--- src/rtl/pwm_timebase.sv ---
// PWM timebase: prescaled WIDTH-bit period counter with shadowed period, up/down/up-down
// modes, and a phase-load sync input so timebases can be daisy-chained through o_sync.
module pwm_timebase #(
  parameter int                WIDTH        = 16,
  parameter int                PRESCALE_W   = 8,
  parameter logic [WIDTH-1:0]  RESET_PERIOD = {WIDTH{1'b1}}
) (
  input  logic                  i_clk,
  input  logic                  i_reset,
  input  logic                  i_en,
  input  logic [1:0]            i_mode,
  input  logic [WIDTH-1:0]      i_period,
  input  logic                  i_period_wr,
  input  logic [PRESCALE_W-1:0] i_prescale,
  input  logic [WIDTH-1:0]      i_phase,
  input  logic                  i_sync_in,
  input  logic                  i_sync_in_en,
  input  logic                  i_sync_out_en,
  output logic [WIDTH-1:0]      o_count,
  output logic                  o_dir,
  output logic [WIDTH-1:0]      o_period_active,
  output logic                  o_zero,
  output logic                  o_top,
  output logic                  o_sync
);

  typedef enum logic [1:0] {
    MODE_OFF  = 2'b00,
    MODE_UP   = 2'b01,
    MODE_DOWN = 2'b10,
    MODE_UPDN = 2'b11
  } mode_e;

  mode_e                  mode;
  logic [WIDTH-1:0]       count_q, count_d;
  logic [WIDTH-1:0]       shadow_q, shadow_d;
  logic [WIDTH-1:0]       active_q, active_d;
  logic [PRESCALE_W-1:0]  pre_q, pre_d;
  logic                   dir_q, dir_d;
  logic                   sync_q, sync_d;
  logic                   tick, sync_hit, boundary;
  logic [WIDTH-1:0]       p_minus_1, phase_clamped;

  assign mode          = mode_e'(i_mode);
  // >= so that shrinking i_prescale below the running prescaler still ticks at once
  assign tick          = i_en && (mode != MODE_OFF) && (pre_q >= i_prescale);
  assign sync_hit      = i_en && i_sync_in_en && i_sync_in && (mode != MODE_OFF);
  assign p_minus_1     = active_q - WIDTH'(1);
  assign phase_clamped = (i_phase > active_q) ? active_q : i_phase;

  always_comb begin
    count_d  = count_q;
    dir_d    = dir_q;
    pre_d    = pre_q;
    active_d = active_q;
    sync_d   = 1'b0;
    boundary = 1'b0;
    shadow_d = i_period_wr ? i_period : shadow_q;

    if (i_en) begin
      if (mode == MODE_OFF) begin
        pre_d    = '0;
        dir_d    = 1'b0;
        active_d = shadow_q;
      end else if (sync_hit) begin
        count_d = phase_clamped;
        pre_d   = '0;
        dir_d   = (mode == MODE_DOWN);
        sync_d  = 1'b1;
      end else if (tick) begin
        pre_d = '0;
        unique case (mode)
          MODE_UP: begin
            dir_d = 1'b0;
            if (count_q >= active_q) begin
              count_d  = '0;
              boundary = 1'b1;
            end else begin
              count_d = count_q + WIDTH'(1);
            end
          end
          MODE_DOWN: begin
            dir_d = 1'b1;
            if (count_q == '0) begin
              count_d  = active_q;
              boundary = 1'b1;
            end else if (count_q > active_q) begin
              count_d = active_q;
            end else begin
              count_d = count_q - WIDTH'(1);
            end
          end
          MODE_UPDN: begin
            if (!dir_q) begin
              if (count_q >= active_q) begin
                // P of 0 or 1: the turn-around lands on 0, so it is also the period start
                if (active_q <= WIDTH'(1)) begin
                  count_d  = '0;
                  dir_d    = 1'b0;
                  boundary = 1'b1;
                end else begin
                  count_d = p_minus_1;
                  dir_d   = 1'b1;
                end
              end else begin
                count_d = count_q + WIDTH'(1);
              end
            end else begin
              if (count_q == WIDTH'(1)) begin
                count_d  = '0;
                dir_d    = 1'b0;
                boundary = 1'b1;
              end else if (count_q == '0) begin
                count_d = WIDTH'(1);
                dir_d   = 1'b0;
              end else if (count_q > active_q) begin
                count_d = active_q;
              end else begin
                count_d = count_q - WIDTH'(1);
              end
            end
          end
          default: ;
        endcase
        if (boundary) begin
          sync_d   = 1'b1;
          active_d = shadow_q;
        end
      end else begin
        pre_d = pre_q + PRESCALE_W'(1);
      end
    end
  end

  always_ff @(posedge i_clk or posedge i_reset) begin
    if (i_reset) begin
      count_q  <= '0;
      dir_q    <= 1'b0;
      pre_q    <= '0;
      shadow_q <= RESET_PERIOD;
      active_q <= RESET_PERIOD;
      sync_q   <= 1'b0;
    end else begin
      count_q  <= count_d;
      dir_q    <= dir_d;
      pre_q    <= pre_d;
      shadow_q <= shadow_d;
      active_q <= active_d;
      sync_q   <= sync_d;
    end
  end

  assign o_count         = count_q;
  assign o_dir           = dir_q;
  assign o_period_active = active_q;
  assign o_zero          = (count_q == '0);
  assign o_top           = (count_q == active_q);
  assign o_sync          = i_sync_out_en & sync_q & i_en;

endmodule

--- config.mk ---
export PLATFORM = sky130hd
export DESIGN_NAME = pwm_timebase
export DESIGN_NICKNAME = d
export VERILOG_FILES = /design/src/rtl/pwm_timebase.sv
export SDC_FILE = /design/constraint.sdc
export NUM_CORES = 1
export LEC_CHECK = 0
export CAP_MARGIN = 20
export CORE_AREA = 2 2 99 101
export DETAILED_ROUTE_END_ITERATION = 8
export DIE_AREA = 0 0 101 103
export PLACE_DENSITY = 0.79
export SLEW_MARGIN = 20
export SYNTH_ARGS = -nofsm -noshare
export SYNTH_HDL_FRONTEND = slang
export SYNTH_SLANG_ARGS = --single-unit
--- constraint.sdc ---
create_clock -name i_clk -period 4.7 [get_ports i_clk]
set_input_delay 0.94 -clock i_clk [delete_from_list [all_inputs] [get_ports i_clk]]
set_output_delay 0.94 -clock i_clk [all_outputs]
set_load 0.05 [all_outputs]
==> results by group, run 1 <==
Worst hold path
  • Worst hold path class: flop to flop
  • Hold path depth: 2
  • Min-delay src: pre_q[7]
  • Hold Path End: pre_q[7]

Power and ir drop
  • Pwr Total: 3.18 mW
  • Cell area power density: 509 mW/mm2
  • Worst vdd ir: 0.262 mV
  • Leak: 2.62 nW

STA
  • # setup viols final: 0
  • Post-Route Skew: 11.3 ps
  • Hold Vio Cnt, Final: 0
  • Slew @ Worst Pin: 1030 ps
  • Final worst-path cycle share: 91.9%
  • Setup TNS: 0 ps
  • Worst relative slew slack: 31.2%
  • RSZ-0062 raised after global routing: no
  • Min Tclk post-route: 4320 ps
  • Fmax: 0.231 GHz
  • Slew Limit Fails: 0

Worst setup path
  • Worst reg2reg setup slack: 770 ps
  • Crit path DAT: 3380 ps
  • RR Startpoint: o_period_active[13]
  • Cell family with most CP delay: simple AND/OR/NAND/NOR gates
  • Setup crit end kind: output pin
  • Critical R2R Capture: o_count[7]
  • CP bufs+invs: 3
  • Startpoint types: flop
  • CP required: 3760 ps
  • CP max-delay cell: or4_4
  • Worst-path fanout max: 13
  • CP Depth: 7
  • Cell breakdown of the critical path: inv_1, ha_1, nand4_1, or4_4, or3_1, inv_2, dlymetal6s2s_1
  • Crit Path Category: flop to output pin
  • Worst Reg-to-Reg Cells: 9
  • CP max stage delay: 600 ps

Finish
  • Final net count: 743
  • Area grow syn2layout: 23.3%
  • Share of post-route cells with drive strength above 1: 18.1%
  • N_diodes: 0

Yosys
  • Synth Register Bits: 58
  • Syn nets: 666
  • EDFF count, synth: 0
  • Top FF cell, synth: dfstp_2
  • Register area share after synthesis: 29.5%
  • Synthesized area per cell: 8.87 um2
  • Synth top area share: 16.6%
  • Library cells used by synthesis: 60
  • Asr flop ratio synth: 100%
  • Synth warn: 0
  • Cells after Synth: 570
  • Cell taking the most area after synthesis: dfstp_2
  • Post-synthesis instance area: 0.00505 mm2
  • Ranking of synthesized cells by area: dfstp_2, dfrtp_1, ha_1, mux2_2, a21oi_1

Flow run
  • Max_cap viols: 0

Floorplanning
  • Initial Util: 53.4%
  • Die width: 101 um
  • Die area: 0.0104 mm2
  • Die Y: 103 um
  • Rows: 36
  • Io pins: 85
  • Core area: 0.00946 mm2

Clock tree
  • Clk buf depth: 2
  • Sink Count: 58
  • Clk pin slew, worst setup/hold paths: 80 ps
  • Clk root buf: clkbuf_8
  • H-tree levels: 3
  • Cts bufs inserted: 9
  • Clk_lat worst skew: 360 ps
  • CTS tree: done
  • CTS Hold Bufs: 0

Route
  • DRC: 0
  • Final wirelength: 16800 um
  • Initial drt markers: 454
  • Via count: 4915
  • DRT Pass-1 Iters: 5
  • WL per Instance: 21.9 um
  • Via/cell ratio: 6.42
  • Antenna-violating nets left: 0

Placement
  • Final GP Congestion: 1.04
  • Detailed placement HPWL: 12800 um
  • Port Buf Inserts: 84

Outcome
  • Outcome: finished, final reports clean

GRT
  • Remaining Overflow, GRT: 0
  • Initial antenna violation count: 0
  • First-pass GRT wire length: 26500 um
  • Vias in the first global route: 4679
  • Largest net degree at the start of global routing: 33
  • GRT Total Usage: 33.7%
[metrics by stage]
stage	cell area [um2]	hold WS, ps	instances	util, %	setup slack [ps]
finish	6230	562	766	65.9	379
global route	6230	611	766	65.9	247
CTS	6230	559	766	65.9	35.5
detailed placement	6010	546	750	63.6	419
global placement	6010	544	750	63.6	458
floorplan	5050	509	570	-	850
[registers in the layout (all words and copies together), names as in the netlist]
| name | flops |
|---|---|
| o_count | 16 |
| o_dir | 1 |
| o_period_active | 16 |
| pre_q | 8 |
| shadow_q | 16 |
| sync_q | 1 |
[worst reg2reg max path, cell delays in order, from the launching register on]
cell and delay [ps]:
dfstp_2 590, inv_1 100, ha_1 310, nand4_1 200
or4_4 600, or3_1 520, a31oi_1 780, o21ai_0 230
a21oi_1 360, a21oi_1 120
[cells in the final DEF, fill, tap and decap left out, types with 12 or more instances in the layout]
| cell type | instances |
|---|---|
| nand2_1 | 42 |
| nor3_1 | 20 |
| ha_1 | 47 |
| a21oi_1 | 36 |
| o21ai_0 | 25 |
| xnor2_1 | 21 |
| clkdlybuf4s50_1 | 83 |
| buf_4 | 12 |
| nand3_1 | 17 |
| xor2_1 | 12 |
| inv_1 | 34 |
| o22ai_1 | 12 |
| nand4_1 | 13 |
| dfstp_2 | 32 |
| mux2_2 | 30 |
| nor2_1 | 38 |
| dfrtp_1 | 26 |
[cells in the mapped netlist, types with 17 or more instances]
cell / instances
ha_1: 47
nand2_1: 42
nor2_1: 38
a21oi_1: 37
inv_1: 35
dfstp_2: 32
mux2_2: 30
dfrtp_1: 26
o21ai_0: 25
clkbuf_1: 22
xnor2_1: 21
nor3_1: 20
nand3_1: 17
[worst max path at each step]
stage	startpoint	to	slack [ps]
final	o_period_active[13]	o_top	380
after global routing	o_period_active[15]	o_top	250
after CTS	o_period_active[12]	o_top	40
after detailed placement	o_period_active[12]	o_top	420
after global placement	o_period_active[12]	o_top	460
after floorplan	o_period_active[12]	o_top	850
[kinds of logic (layout without fill, tap and decap cells)]
logic type / after synthesis / after routing / synth area share (%)
adders and majority gates: 47 / 47 / 11.6
buffers and inverters: 66 / 148 / 5.30
DFF: 58 / 58 / 29.5
muxes: 44 / 44 / 10.4
and+or+nand+nor: 166 / 166 / 16.3
xor gates and xnor gates: 33 / 33 / 5.72
AOI/OAI and AO/OA: 156 / 156 / 21.1
[report_power, final]
| part | total, mW | internal (mW) | switching, mW |
|---|---|---|---|
| sequential | 0.855 | 0.646 | 0.209 |
| combinational | 1.79 | 0.676 | 1.11 |
| clock | 0.535 | 0.311 | 0.223 |
[repair_timing]
item | 4_1_cts | 5_1_grt
setup buffers | 0 | 0
endpoints found under the setup margin | 0 | 1
gates resized for setup | 0 | 1
[cell type report]
| type | count | area (um2) |
|---|---|---|
| inverter | 36 | 135 |
| clock buffer | 11 | 141 |
| fill | 799 | 3220 |
| clock inverter | 5 | 77.6 |
| timing repair buffer | 96 | 933 |
| tap | 114 | 143 |
| multi-input combinational | 446 | 3310 |
| sequential | 58 | 1490 |
[routing by layer]
layer	vias up	wire length, um	part of all wire (%)	global-route usage, %
met2	283	7330	44	49.5
li1	2270	-	-	-
met4	0	357	2.1	10.4
met1	2333	7430	44	50.1
met3	29	1680	10	6.64
met5	-	0	0	0
No activity file was read; power rests on OpenSTA's default activity.
==> inputs of run 2 (changes only) <==
CAP_MARGIN = default   (was 20)
SETUP_SLACK_MARGIN = 0.15   (was default)
==> run 2 against run 1 <==
Clock power is essentially flat. Core utilization barely moved. Fmax fell by 1.7%. Register-to-register slack barely moved. Hold slack gained 2.3 ps. Clock skew increased by 0.81 ps. Combinational power hardly changed. Non-clock buffer count is the same.
==> results by group, run 2 (same netlist as run 1, synthesis figures left out) <==
Outcome
  • Outcome: finished, final reports clean

Finish
  • N_diodes: 0
  • Commonest non-fill, non-tap cell in the layout: clkdlybuf4s50_1
  • Share of post-route cells with drive strength above 1: 18.1%
  • Cell Count, Final, Fillers Out: 766
  • Area grow syn2layout: 23.3%
  • Final net count: 743
  • Final instance area: 0.00623 mm2
  • Most frequent cells in the layout: clkdlybuf4s50_1, ha_1, nand2_1

STA
  • Slew @ Worst Pin: 1020 ps
  • # setup viols final: 0
  • Setup TNS: 0 ps
  • Slew Limit Fails: 0
  • RSZ-0062 raised after global routing: no
  • Final worst-path cycle share: 93.6%
  • Fmax: 0.227 GHz
  • Hold Vio Cnt, Final: 0
  • Min Tclk post-route: 4400 ps
  • Worst relative slew slack: 32.0%
  • Post-Route Skew: 12.1 ps

Clock tree
  • Sink Count: 58
  • Cts bufs inserted: 9
  • CTS tree: done
  • Clk buf depth: 2
  • Clk pin slew, worst setup/hold paths: 80 ps
  • CTS Hold Bufs: 0
  • Clk_lat worst skew: 350 ps
  • H-tree levels: 3
  • Clk root buf: clkbuf_8
  • Setup bufs post-CTS: 0

GRT
  • Remaining Overflow, GRT: 0
  • Initial antenna violation count: 0
  • Met1 usage: 50.1%
  • First-pass GRT wire length: 26500 um
  • GR Util met3: 6.64%
  • Top Usage Layer GRT: met1
  • Met2 Use GR: 49.5%
  • Largest net degree at the start of global routing: 33
  • Vias in the first global route: 4679
  • GRT Total Usage: 33.7%

Route
  • Final wirelength: 16700 um
  • WL per Instance: 21.8 um
  • Via/cell ratio: 6.46
  • DRC: 0
  • Antenna-violating nets left: 0
  • Initial drt markers: 459
  • Via count: 4952
  • DRT Pass-1 Iters: 5

Floorplanning
  • Die Y: 103 um
  • Die width: 101 um
  • Initial Util: 53.4%
  • Core area: 0.00946 mm2
  • Die area: 0.0104 mm2
  • Io pins: 85
  • Rows: 36

Placement
  • Placed instance area: 0.00601 mm2
  • Inst Count DP: 750
  • Final GP Congestion: 1.04
  • Port Buf Inserts: 84
  • Detailed placement HPWL: 12800 um

Worst hold path
  • Hold Path End: pre_q[7]
  • Min-delay src: pre_q[7]
  • Hold path depth: 2
  • Worst hold path class: flop to flop

Power and ir drop
  • Worst vdd ir: 0.262 mV
  • Leak: 2.60 nW
  • Cell area power density: 509 mW/mm2

Worst setup path
  • Critical path startpoint: o_period_active[13]
  • Crit path DAT: 3460 ps
  • CP required: 3760 ps
  • Worst Reg-to-Reg Cells: 9
  • Setup crit end kind: output pin
  • Worst reg2reg setup slack: 780 ps
  • Crit Path Category: flop to output pin
  • RR Startpoint: o_period_active[13]
  • Critical R2R Capture: o_count[7]
  • Worst-path fanout max: 13
  • Startpoint types: flop

Flow run
  • Max_cap viols: 0
## run 2: cell type report
cell class	count	area [um2]
Clock inverter	5	77.6
Tap cell	114	143
Multi-Input combinational cell	446	3310
Sequential cell	58	1490
Fill cell	798	3230
Timing Repair Buffer	96	931
Clock buffer	11	141
Inverter	36	135
## run 2: how the worst max path moves through the flow
| stage | to | slack [ps] | depth (start not counted) |
|---|---|---|---|
| 2_1_floorplan | o_top | 850 | 9 |
| 3_3_place_gp | o_top | 460 | 7 |
| 3_5_place_dp | o_top | 420 | 7 |
| 4_1_cts | o_top | 320 | 7 |
| 5_1_grt | o_top | 150 | 7 |
| 6_report | o_top | 300 | 7 |
## run 2: per-layer routing
layer,vias up,wire (um)
li1,2277,-
met1,2322,7260
met2,317,7330
met3,36,1690
met4,0,399
met5,-,0
## run 2: timing repair
action / in CTS / in global routing
pin swaps: 0 / 0
cloned: 0 / 0
gates resized for setup: 1 / 1
endpoints found under the hold margin: 0 / 0
endpoints found under the setup margin: 1 / 1
## run 2: critical path, cell delays in order (launching register included)
cell and delay, ps:
dfstp_2 590, inv_1 100, ha_1 310, nand4_1 200, or4_4 600, or3_1 510, inv_2 250, clkdlybuf4s15_1 540
## run 2: report_power, final
part | switching, mW | internal, mW | total, mW
Combinational | 1.11 | 0.675 | 1.78
Clock | 0.222 | 0.311 | 0.534
Sequential | 0.208 | 0.646 | 0.854
## run 2: stage by stage
stage	power [mW]	util (%)	hold WS, ps	worst slack (ps)
global placement	2.58	63.6	544	458
detailed placement	2.59	63.6	546	419
floorplan	2.00	-	509	850
global route	3.35	65.9	611	155
CTS	3.14	65.9	559	320
finish	3.17	65.9	564	303
==> inputs of run 3 (changes only) <==
GPL_ROUTABILITY_DRIVEN = 0   (was default)
==> run 3 against run 2 <==
The run now ends with design-rule violations left. Total power shrank 1.5%. Hold slack improved by 3.6 ps. Critical path type unchanged. Cell count is 0.52% lower. Design area is 0.66% lower. Clock power is 4.5% lower. Clock skew increased by 2.5 ps. Sequential cell count is the same. Die area unchanged. Sequential share of layout area is 0.16 points higher. Largest cell class unchanged. Fmax up 3.3%. Sequential power is 3.5% higher. Register-to-register slack lost 30 ps.
==> results by group, run 3 (same netlist as run 1, synthesis figures left out) <==
GRT
  • First-pass GRT wire length: 25200 um
  • Largest net degree at the start of global routing: 34
  • GRT Total Usage: 31.5%
  • Remaining Overflow, GRT: 0
  • Initial antenna violation count: 0
  • Vias in the first global route: 4724

Finish
  • Final net count: 739
  • Share of post-route cells with drive strength above 1: 17.7%
  • N_diodes: 0
  • Final instance area: 0.00619 mm2
  • Most frequent cells in the layout: clkdlybuf4s50_1, ha_1, nand2_1
  • Post-layout util: 65.4%
  • Area grow syn2layout: 22.5%
  • Commonest non-fill, non-tap cell in the layout: clkdlybuf4s50_1
  • Fillcell total: 749

STA
  • Slew @ Worst Pin: 959 ps
  • Fmax: 0.235 GHz
  • RSZ-0062 raised after global routing: no
  • Worst relative slew slack: 35.7%
  • Hold_ws: 568 ps
  • Post-Route Skew: 14.6 ps
  • Min Tclk post-route: 4260 ps
  • Slew Limit Fails: 0
  • Hold Vio Cnt, Final: 0
  • Setup TNS: 0 ps
  • Final worst-path cycle share: 90.6%
  • # setup viols final: 0

Worst setup path
  • Crit path DAT: 3320 ps
  • RR Startpoint: o_period_active[15]
  • CP required: 3760 ps
  • CP Capture Point: o_top
  • CP bufs+invs: 3
  • Worst reg2reg setup slack: 750 ps
  • Cell breakdown of the critical path: inv_1, ha_1, nand4_1, or4_4, or3_1, inv_2, clkbuf_2
  • Critical R2R Capture: o_count[2]
  • Startpoint types: flop
  • CP Depth: 7
  • Setup crit end kind: output pin
  • Crit Path Category: flop to output pin
  • Worst Reg-to-Reg Cells: 9
  • Critical path startpoint: o_period_active[15]
  • CP max-delay cell: or4_4
  • Cell family with most CP delay: simple AND/OR/NAND/NOR gates
  • Worst-path fanout max: 13
  • CP max stage delay: 620 ps

Floorplanning
  • Initial Util: 53.4%
  • Die width: 101 um
  • Core area: 0.00946 mm2
  • Io pins: 85
  • Die area: 0.0104 mm2
  • Die Y: 103 um
  • Rows: 36

Clock tree
  • Clk root buf: clkbuf_8
  • CTS Hold Bufs: 0
  • CTS tree: done
  • Clk pin slew, worst setup/hold paths: 70 ps
  • Clk_lat worst skew: 360 ps
  • Cts bufs inserted: 9
  • Sink Count: 58
  • H-tree levels: 3
  • Clk buf depth: 2

Route
  • Via count: 5065
  • Via/cell ratio: 6.65
  • WL per Instance: 20.6 um
  • DRT Pass-1 Iters: 9
  • DRC: 26
  • Initial drt markers: 687
  • Final wirelength: 15700 um
  • Antenna-violating nets left: 0

Placement
  • Port Buf Inserts: 84
  • Placed instance area: 0.00598 mm2
  • Detailed placement HPWL: 11800 um

Worst hold path
  • Worst hold path class: flop to flop

Outcome
  • Failing checks: design-rule violations
  • Outcome: finished, violations left

Power and ir drop
  • Worst vdd ir: 0.289 mV
  • Cell area power density: 504 mW/mm2
  • Leak: 2.59 nW

Flow run
  • Max_cap viols: 0
[run 3: final cells by class]
class                      instances  area [um2]  area share [%]
inverter                          36         135            2.18
tap                              114         143            2.30
multi-input combinational        446        3310            53.5
clock buffer                      12         166            2.69
sequential                        58        1490            24.1
timing repair buffer              92         896            14.5
clock inverter                     4        46.3           0.748
[run 3: report_power, final]
group,switching [mW],internal (mW)
Clock,0.219,0.290
Sequential,0.239,0.645
Combinational,1.07,0.663
Total,1.52,1.60
[run 3: worst min-delay path by stage]
stage	startpoint	to	slack [ps]	cells after the start
floorplan	pre_q[7]	pre_q[7]	510	2
global placement	pre_q[7]	pre_q[7]	530	2
detailed placement	pre_q[7]	pre_q[7]	550	2
CTS	pre_q[7]	pre_q[7]	570	2
global route	pre_q[7]	pre_q[7]	590	2
finish	pre_q[7]	pre_q[7]	570	2
[run 3: metrics by stage]
stage	total power [mW]	setup WS (ps)	cells
after CTS	3.07	247	761
after floorplan	2.00	850	570
final	3.12	444	762
after global placement	2.52	457	745
after global routing	3.30	347	762
after detailed placement	2.55	380	745
[run 3: timing repair]
action	in CTS	in global routing
buffers inserted	0	0
setup endpoints to repair	1	1
gates resized for setup	1	2
endpoints found under the hold margin	0	0
cloned	0	0
[run 3: worst min-delay path: cells and delay by family (launching register included)]
kind	cells	cell delay [ps]
xor gates and xnor gates	1	80
DFF	1	380
and+or+nand+nor	1	80
[run 3: per-layer routing]
layer	GRT usage (%)	share of wire, %
met1	43.1	41
met2	46.8	44
met3	8.81	11
met4	12.9	3.8
met5	2.40	0
